===== src/rtl/fetch_pc_unit_pkg.sv =====
`default_nettype none
// ============================================================================
// Module      : fetch_pc_unit_pkg
// Description : Shared constants for the fetch PC stage: FSM state
//               encodings, PC increment, default reset PC and a word-align
//               helper.
// Revision    : 1.0 - initial release
// ============================================================================
package fetch_pc_unit_pkg;

    localparam int STATE_WIDTH = 2;

    localparam logic [STATE_WIDTH-1:0] STATE_BOOT  = 2'd0;
    localparam logic [STATE_WIDTH-1:0] STATE_RUN   = 2'd1;
    localparam logic [STATE_WIDTH-1:0] STATE_FLUSH = 2'd2;

    localparam logic [31:0] PC_INCREMENT     = 32'd4;
    localparam logic [31:0] DEFAULT_RESET_PC = 32'h0000_0000;

    // Instructions are word-aligned; low two address bits are always dropped.
    function automatic logic [31:0] align_word(input logic [31:0] addr);
        return {addr[31:2], 2'b00};
    endfunction

endpackage
`default_nettype wire


===== src/rtl/fetch_pc_unit_sat_counter.sv =====
`default_nettype none
// ============================================================================
// Module      : fetch_pc_unit_sat_counter
// Description : Up-counter that sticks at all-ones instead of wrapping.
//               Asynchronous active-low clear.
// Ports       : clock  - rising-edge clock
//               reset  - asynchronous active-low clear
//               enable - count this edge
//               count  - current count value
// Revision    : 1.0 - initial release
// ============================================================================
module fetch_pc_unit_sat_counter #(
    parameter int WIDTH = 16
) (
    input  logic             clock,
    input  logic             reset,
    input  logic             enable,
    output logic [WIDTH-1:0] count
);

    localparam logic [WIDTH-1:0] C_ONE = {{(WIDTH-1){1'b0}}, 1'b1};
    localparam logic [WIDTH-1:0] C_MAX = {WIDTH{1'b1}};

    logic [WIDTH-1:0] r_count;

    always_ff @(posedge clock or negedge reset) begin
        if (!reset) begin
            r_count <= '0;
        end else if (enable && (r_count != C_MAX)) begin
            r_count <= r_count + C_ONE;
        end
    end

    assign count = r_count;

endmodule
`default_nettype wire


===== src/rtl/fetch_pc_unit.sv =====
`default_nettype none
// ============================================================================
// Module      : fetch_pc_unit
// Description : Program counter and fetch sequencing in front of a
//               synchronous instruction memory. Owns the byte PC, drives the
//               memory word index, tracks which PC the memory output belongs
//               to, marks that output valid/stale across reset and redirects,
//               and keeps fetch statistics.
// Ports       : clock              - rising-edge clock
//               reset              - asynchronous active-low reset
//               stall              - hold the PC this cycle
//               redirectValid      - branch taken / jump this cycle
//               redirectTarget     - byte target of the redirect
//               instructionAddress - word index {2'b00, pc[31:2]}
//               pc                 - current issue PC
//               fetchPc            - PC of the instruction the memory presents
//               fetchValid         - memory output is a wanted instruction
//               fetchState         - FSM state (debug)
//               misalignedTarget   - pulse: last redirect target not 4-aligned
//               fetchCount         - instructions accepted downstream (wraps)
//               redirectCount      - redirects taken (saturating)
// Revision    : 1.0 - initial release
// ============================================================================
module fetch_pc_unit
    import fetch_pc_unit_pkg::*;
#(
    parameter logic [31:0] RESET_PC        = DEFAULT_RESET_PC,
    parameter int          MEM_INDEX_WIDTH = 10
) (
    input  logic        clock,
    input  logic        reset,
    input  logic        stall,
    input  logic        redirectValid,
    input  logic [31:0] redirectTarget,
    output logic [31:0] instructionAddress,
    output logic [31:0] pc,
    output logic [31:0] fetchPc,
    output logic        fetchValid,
    output logic [1:0]  fetchState,
    output logic        misalignedTarget,
    output logic [31:0] fetchCount,
    output logic [15:0] redirectCount
);

    // ------------------------------------------------------------------
    // Elaboration-time parameter sanity
    // ------------------------------------------------------------------
    if (RESET_PC[1:0] != 2'b00) begin : g_bad_reset_pc
        $error("fetch_pc_unit: RESET_PC must be 4-aligned");
    end

    // The memory wraps its own index; the width only needs to fit in pc[31:2].
    if ((MEM_INDEX_WIDTH < 1) || (MEM_INDEX_WIDTH > 30)) begin : g_bad_index_width
        $error("fetch_pc_unit: MEM_INDEX_WIDTH out of range");
    end

    logic [STATE_WIDTH-1:0] r_state;
    logic [STATE_WIDTH-1:0] w_state_next;
    logic                   w_fetch_valid;

    logic [31:0] r_pc;
    logic [31:0] r_fetch_pc;
    logic        r_misaligned;
    logic [31:0] r_fetch_count;

    // ------------------------------------------------------------------
    // FSM: state register
    // ------------------------------------------------------------------
    always_ff @(posedge clock or negedge reset) begin
        if (!reset) begin
            r_state <= STATE_BOOT;
        end else begin
            r_state <= w_state_next;
        end
    end

    // ------------------------------------------------------------------
    // FSM: next state. Any redirect lands in FLUSH because the word the
    // memory latches on that edge belongs to the abandoned path. Stall
    // does not hold FLUSH: the memory re-reads the redirected pc, which is
    // exactly the wanted instruction.
    // ------------------------------------------------------------------
    always_comb begin
        w_state_next = r_state;
        case (r_state)
            STATE_BOOT:  w_state_next = redirectValid ? STATE_FLUSH : STATE_RUN;
            STATE_RUN:   w_state_next = redirectValid ? STATE_FLUSH : STATE_RUN;
            STATE_FLUSH: w_state_next = redirectValid ? STATE_FLUSH : STATE_RUN;
            default:     w_state_next = STATE_FLUSH;  // illegal encoding recovers
        endcase
    end

    // ------------------------------------------------------------------
    // FSM: outputs
    // ------------------------------------------------------------------
    always_comb begin
        w_fetch_valid = 1'b0;
        if (r_state == STATE_RUN) begin
            w_fetch_valid = 1'b1;
        end
    end

    // ------------------------------------------------------------------
    // PC, fetch PC, misalignment flag and accepted-instruction count
    // ------------------------------------------------------------------
    always_ff @(posedge clock or negedge reset) begin
        if (!reset) begin
            r_pc          <= RESET_PC;
            r_fetch_pc    <= RESET_PC;
            r_misaligned  <= 1'b0;
            r_fetch_count <= 32'd0;
        end else begin
            if (redirectValid) begin
                r_pc <= align_word(redirectTarget);
            end else if (!stall) begin
                r_pc <= r_pc + PC_INCREMENT;
            end

            // The memory latches the address derived from r_pc on this same
            // edge, so the old r_pc names the word it will present.
            r_fetch_pc   <= r_pc;
            r_misaligned <= redirectValid && (redirectTarget[1:0] != 2'b00);

            if (w_fetch_valid && !stall) begin
                r_fetch_count <= r_fetch_count + 32'd1;
            end
        end
    end

    fetch_pc_unit_sat_counter #(
        .WIDTH (16)
    ) u_redirect_counter (
        .clock  (clock),
        .reset  (reset),
        .enable (redirectValid),
        .count  (redirectCount)
    );

    assign instructionAddress = {2'b00, r_pc[31:2]};
    assign pc                 = r_pc;
    assign fetchPc            = r_fetch_pc;
    assign fetchValid         = w_fetch_valid;
    assign fetchState         = r_state;
    assign misalignedTarget   = r_misaligned;
    assign fetchCount         = r_fetch_count;

endmodule
`default_nettype wire


===== config.mk =====
export PLATFORM = sky130hd
export DESIGN_NAME = fetch_pc_unit
export DESIGN_NICKNAME = d
export VERILOG_FILES = /design/src/rtl/fetch_pc_unit_pkg.sv /design/src/rtl/fetch_pc_unit_sat_counter.sv /design/src/rtl/fetch_pc_unit.sv
export SDC_FILE = /design/constraint.sdc
export NUM_CORES = 1
export LEC_CHECK = 0
export CORE_MARGIN = 2
export CORE_UTILIZATION = 48
export DETAILED_ROUTE_END_ITERATION = 6
export PLACE_DENSITY = 0.88
export SLEW_MARGIN = 20
export SYNTH_ARGS = -nofsm -noshare
export SYNTH_HDL_FRONTEND = slang
export SYNTH_SLANG_ARGS = --single-unit

===== constraint.sdc =====
create_clock -name clock -period 5.8 [get_ports clock]
set_input_delay 1.16 -clock clock [delete_from_list [all_inputs] [get_ports clock]]
set_output_delay 1.16 -clock clock [all_outputs]
set_load 0.05 [all_outputs]

# Yosys cells after proc, flatten, opt, wreduce, memory -nomap -nowiden
# Index checks and enable logic that the tools add are counted.
dict set report op_classes {
  n_addsub 3
  n_eq_ne 4
  n_mux 5
  reduce_logical 7
}
# cell count
set op_table {}
lappend op_table {{$mux 32} 2}
lappend op_table {{$add 32x1->32 const B} 1}
lappend op_table {{$add 32x3->32 const B} 1}
lappend op_table {{$add 16x1->16 const B} 1}
lappend op_table {{$ne 16x16->1 const B} 1}
lappend op_table {{$mux 2} 2}
lappend op_table {{$logic_and 1x1->1} 3}
lappend op_table {{$reduce_or 3->1} 1}
lappend op_table {{$eq 2x1->1 const B} 1}
lappend op_table {{$eq 2x2->1 const B} 1}
lappend op_table {{$logic_not 2->1} 1}
lappend op_table {{$ne 2x1->1 const B} 1}
lappend op_table {{$reduce_bool 2->1} 1}
lappend op_table {{$logic_not 1->1} 1}
lappend op_table {{$mux 1} 1}
dict set report word_totals {
  ff_bits 115
  inputBits 36
  output_inout_bits 148
}

# Logic depth before layout (Yosys ltp)
dict set report logic_depth {
  depth_word 3
  mapped_depth 6
  ltp_nobuf 6
}

# By module
# A second synthesis with hierarchy kept.
dict set report unflattened {
  cells_unflattened 481
  hier_area_um2 5215.0
}
# mod instances cells_each area_each_um2
set by_module_without_submodules {}
lappend by_module_without_submodules {fetch_pc_unit 1 409 4355.4}
lappend by_module_without_submodules {fetch_pc_unit_sat_counter 1 72 859.6}

# Least setup slack after synthesis
# No wires, ideal clock.
dict set report synth_timing {
  kind {input-to-reg}
  from {input stall}
  to {register r_pc[28], in the netlist pc[28]}
  setup_ns 0.125
  arrival_ns 2.617
  required_ns 5.675
  path_slack_ns 3.058
  path_stages 6
  path_buffers 1
  path_cell_list {buf_2 > nand3b_1 > nor4_2 > nand3_1 > xnor2_1 > mux2_2}
}
dict set report synth_between {
  elab_chain_len 1
}
# item line_no
set synth_rtl {}
lappend synth_rtl {{start: declaration} fetch_pc_unit.sv:32} ;# input logic stall,
lappend synth_rtl {{$ne 2x1->1 (no line)} n/a}
lappend synth_rtl {{end signal: assignment} fetch_pc_unit.sv:114} ;# r_pc <= align_word(redirectTarget);
lappend synth_rtl {{end signal: assignment} fetch_pc_unit.sv:116} ;# r_pc <= r_pc + PC_INCREMENT;
lappend synth_rtl {{end: declaration} fetch_pc_unit.sv:61} ;# logic [31:0] r_pc;
# Every way passes these cells.
# A chain may end at the register's enable or synchronous reset.

# Worst setup path after layout
# Ends and elaborated chain as after synthesis.

==> out/metrics.cfg <==
[layout]
design_area_um2=6840
final_layout_size_suffix_gt1_share_pct=5.36
diodes=0
layout.nets=633
area_growth_pct=38.1

[floorplanning]
die_w_um=106
rows=37
die_area_um2=11100
core_um2=10200
io_pins=184
die_y_um=106
start_util_pct=48.6

[critical_path]
worstSetupStartpointType=input port
path_cells=clkdlybuf4s50_1 > nand3b_1 > nor4_2 > nand3_1 > xnor2_1 > mux2_2
r2r-start=pc[4]
worst-setup-path-type=in -> reg
cp_max_fo=9
cp_top_family=simple AND/OR/NAND/NOR gates
timing.rr.end=pc[31]
required_ns=6.06
cpMaxStageDelayCell=nor4_2
cp_slowest_stage_delay_ns=0.70
rr_worst_depth=5
cp_data_arrival_time_ns=3.44
critPathCaptureType=flop
r2r_slack_ns=3.52
path_buf_inv=1

[detailed_routing]
antenna_left=0
via_per_inst=5.20
first_iter_violations=196
firstDrtPassIters=4
drc_errors=0
vias=3813
drt-total-wl_um=11600
route.detailed.wl_per_inst_um=15.9

[power_and_ir_drop]
ir_drop_uv=304
powerDensity_nw_per_um2=326
total_power_mw=2.23
cellLeakagePower_nw=2.85

[grt]
grt_pass1_vias=3670
grt_pass1_wl_um=19000
grtUsageTotal_pct=21.5
grt_overflow=0
grt_max_degree=70
antenna_found_initial=0

[flow_run]
cap_violations=0

[clocking]
cts.clk_slew.worst_paths_ns=0.11
clk_latency_ns=0.36
ctsResizeCount=0
cts_root_buf=clkbuf_8
clockBufferDepth=2
numCtsBuffers=9
cts_num_sinks=111
cts_tree=built
cts.hold.buffers_added=0
htree_num_levels=3
postCtsSetupBuffers=0

[yosys]
yosys_warnings=0
synth-seq-cells=111
synth_cell_types=38
avgSynthCellArea_um2=11.1
syn-cell-area_um2=4950
syn_inst=445
ys_seq_area_share_pct=56.1

[worst_hold_path]
worstHoldPathType=reg -> reg
worstHoldStart=pc[12]
hold_end=fetchPc[12]
hold_depth=0

[timing]
fin_skew_ns=0.0156
fin_tns_setup_ns=0
fmax_mhz=314
hold_violations=0
period_needed_ns=3.19
tightestPinTransition_ns=0.993
setup_viol=0
slew_headroom_pct=33.8
period_share_pct=54.9
slew_viol_final=0
rsz0062_at_grt=false

[placed_design]
dp_hpwl_um=8430
port_buffers=177
place_congestion=0.888
placed_area_um2=6610

[outcome]
status=finished, final reports clean

cell families after synthesis:
group	count (synthesis)	synth area share [%]
mux	6	1.34
buf+inv	52	6.69
xor+xnor	74	13.1
other cells	1	0.0757
fa+ha+maj	3	0.758
simple gates	164	18.3
compound gates	34	3.66
flops	111	56.1
cell usage after synthesis:
master | number | area, µm²
dfrtp_1 | 111 | 2780
nand2_1 | 59 | 221
xnor2_1 | 40 | 350
buf_4 | 36 | 270
xor2_1 | 34 | 298
nand3_1 | 30 | 150
o21ai_0 | 17 | 85.1
nor3_1 | 14 | 70.1
nand4_1 | 13 | 81.3
nor2_1 | 12 | 45.0
o21ai_1 | 11 | 55.1
and3_1 | 9 | 56.3
clkbuf_1 | 8 | 30.0
inv_1 | 7 | 26.3
and4_1 | 5 | 43.8
mux2_2 | 5 | 56.3
ha_1 | 3 | 37.5
nor4_1 | 3 | 18.8
nor4_2 | 3 | 37.5
and2_1 | 2 | 12.5
nand3b_1 | 2 | 15.0
nand4_4 | 2 | 42.5
nor2b_1 | 2 | 12.5
nor3b_1 | 2 | 15.0
o21a_1 | 2 | 15.0
a21o_1 | 1 | 7.51
a21oi_1 | 1 | 5.00
a31oi_1 | 1 | 6.26
buf_2 | 1 | 5.00
conb_1 | 1 | 3.75
mux2i_1 | 1 | 10.0
nand2b_2 | 1 | 8.76
nor3b_2 | 1 | 12.5
nor4_4 | 1 | 21.3
nor4b_4 | 1 | 23.8
o211ai_1 | 1 | 7.51
or4_1 | 1 | 7.51
or4_4 | 1 | 11.3
worst max-delay path by stage:
stage	to	startpoint	slack, ns	cells after the start
final	pc[28]	stall	2.61	6
after floorplan	pc[28]	stall	3.06	6
after global routing	pc[28]	stall	2.38	6
after detailed placement	pc[28]	stall	2.25	6
after CTS	pc[28]	stall	2.62	6
after global placement	pc[28]	stall	2.33	6
registers in the layout, summed over array words and instances, names as in the netlist:
| register | count |
|---|---|
| fetchState | 2 |
| misalignedTarget | 1 |
| fetchCount | 32 |
| fetchPc | 30 |
| u_redirect_counter.count | 16 |
| pc | 30 |
power breakdown:
| group | switching [mW] | internal, mW |
|---|---|---|
| sequential | 0.103 | 0.852 |
| combinational | 0.493 | 0.243 |
| clock | 0.246 | 0.294 |
| total | 0.842 | 1.39 |
metrics by stage:
step / hold WS (ns) / worst slack (ns) / util, % / instances
after global routing: 0.490 / 2.38 / 67.2 / 733
after global placement: 0.452 / 2.33 / 64.9 / 719
after CTS: 0.475 / 2.62 / 67.2 / 733
after floorplan: 0.707 / 3.06 / - / 450
final: 0.473 / 2.61 / 67.2 / 733
after detailed placement: 0.449 / 2.25 / 64.9 / 719
area by class of cell:
cell class	count	area (µm²)
multi-input combinational	287	1860
sequential	111	2780
tap	136	170
fill	770	3340
timing repair buffer	178	1770
clock inverter	4	95.1
inverter	7	26.3
clock buffer	10	138
layout by cell type, fill, tap and decap left out, types with 2 or more instances in the layout:
cell	instances
clkdlybuf4s50_1	175
dfrtp_1	111
nand2_1	59
xnor2_1	40
xor2_1	34
nand3_1	30
o21ai_0	17
nor3_1	14
nand4_1	13
nor2_1	12
o21ai_1	11
clkbuf_8	10
and3_1	9
inv_1	7
conb_1	6
and4_1	5
mux2_2	5
nor4_1	3
nor4_2	3
ha_1	3
bufinv_16	3
nor2b_1	2
o21a_1	2
nand4_4	2
and2_1	2
nor3b_1	2
nand3b_1	2
buf_4	2
routing by layer:
layer	up-vias	GRT usage [%]	share of wire, %	routed length (µm)
met1	1876	29.0	41	4780
met5	-	0	0	0
met2	163	35.2	51	5880
li1	1754	-	-	-
met3	20	3.59	6.4	748
met4	0	7.42	1.9	218
Note: power is estimated with default switching activity, not from simulation.
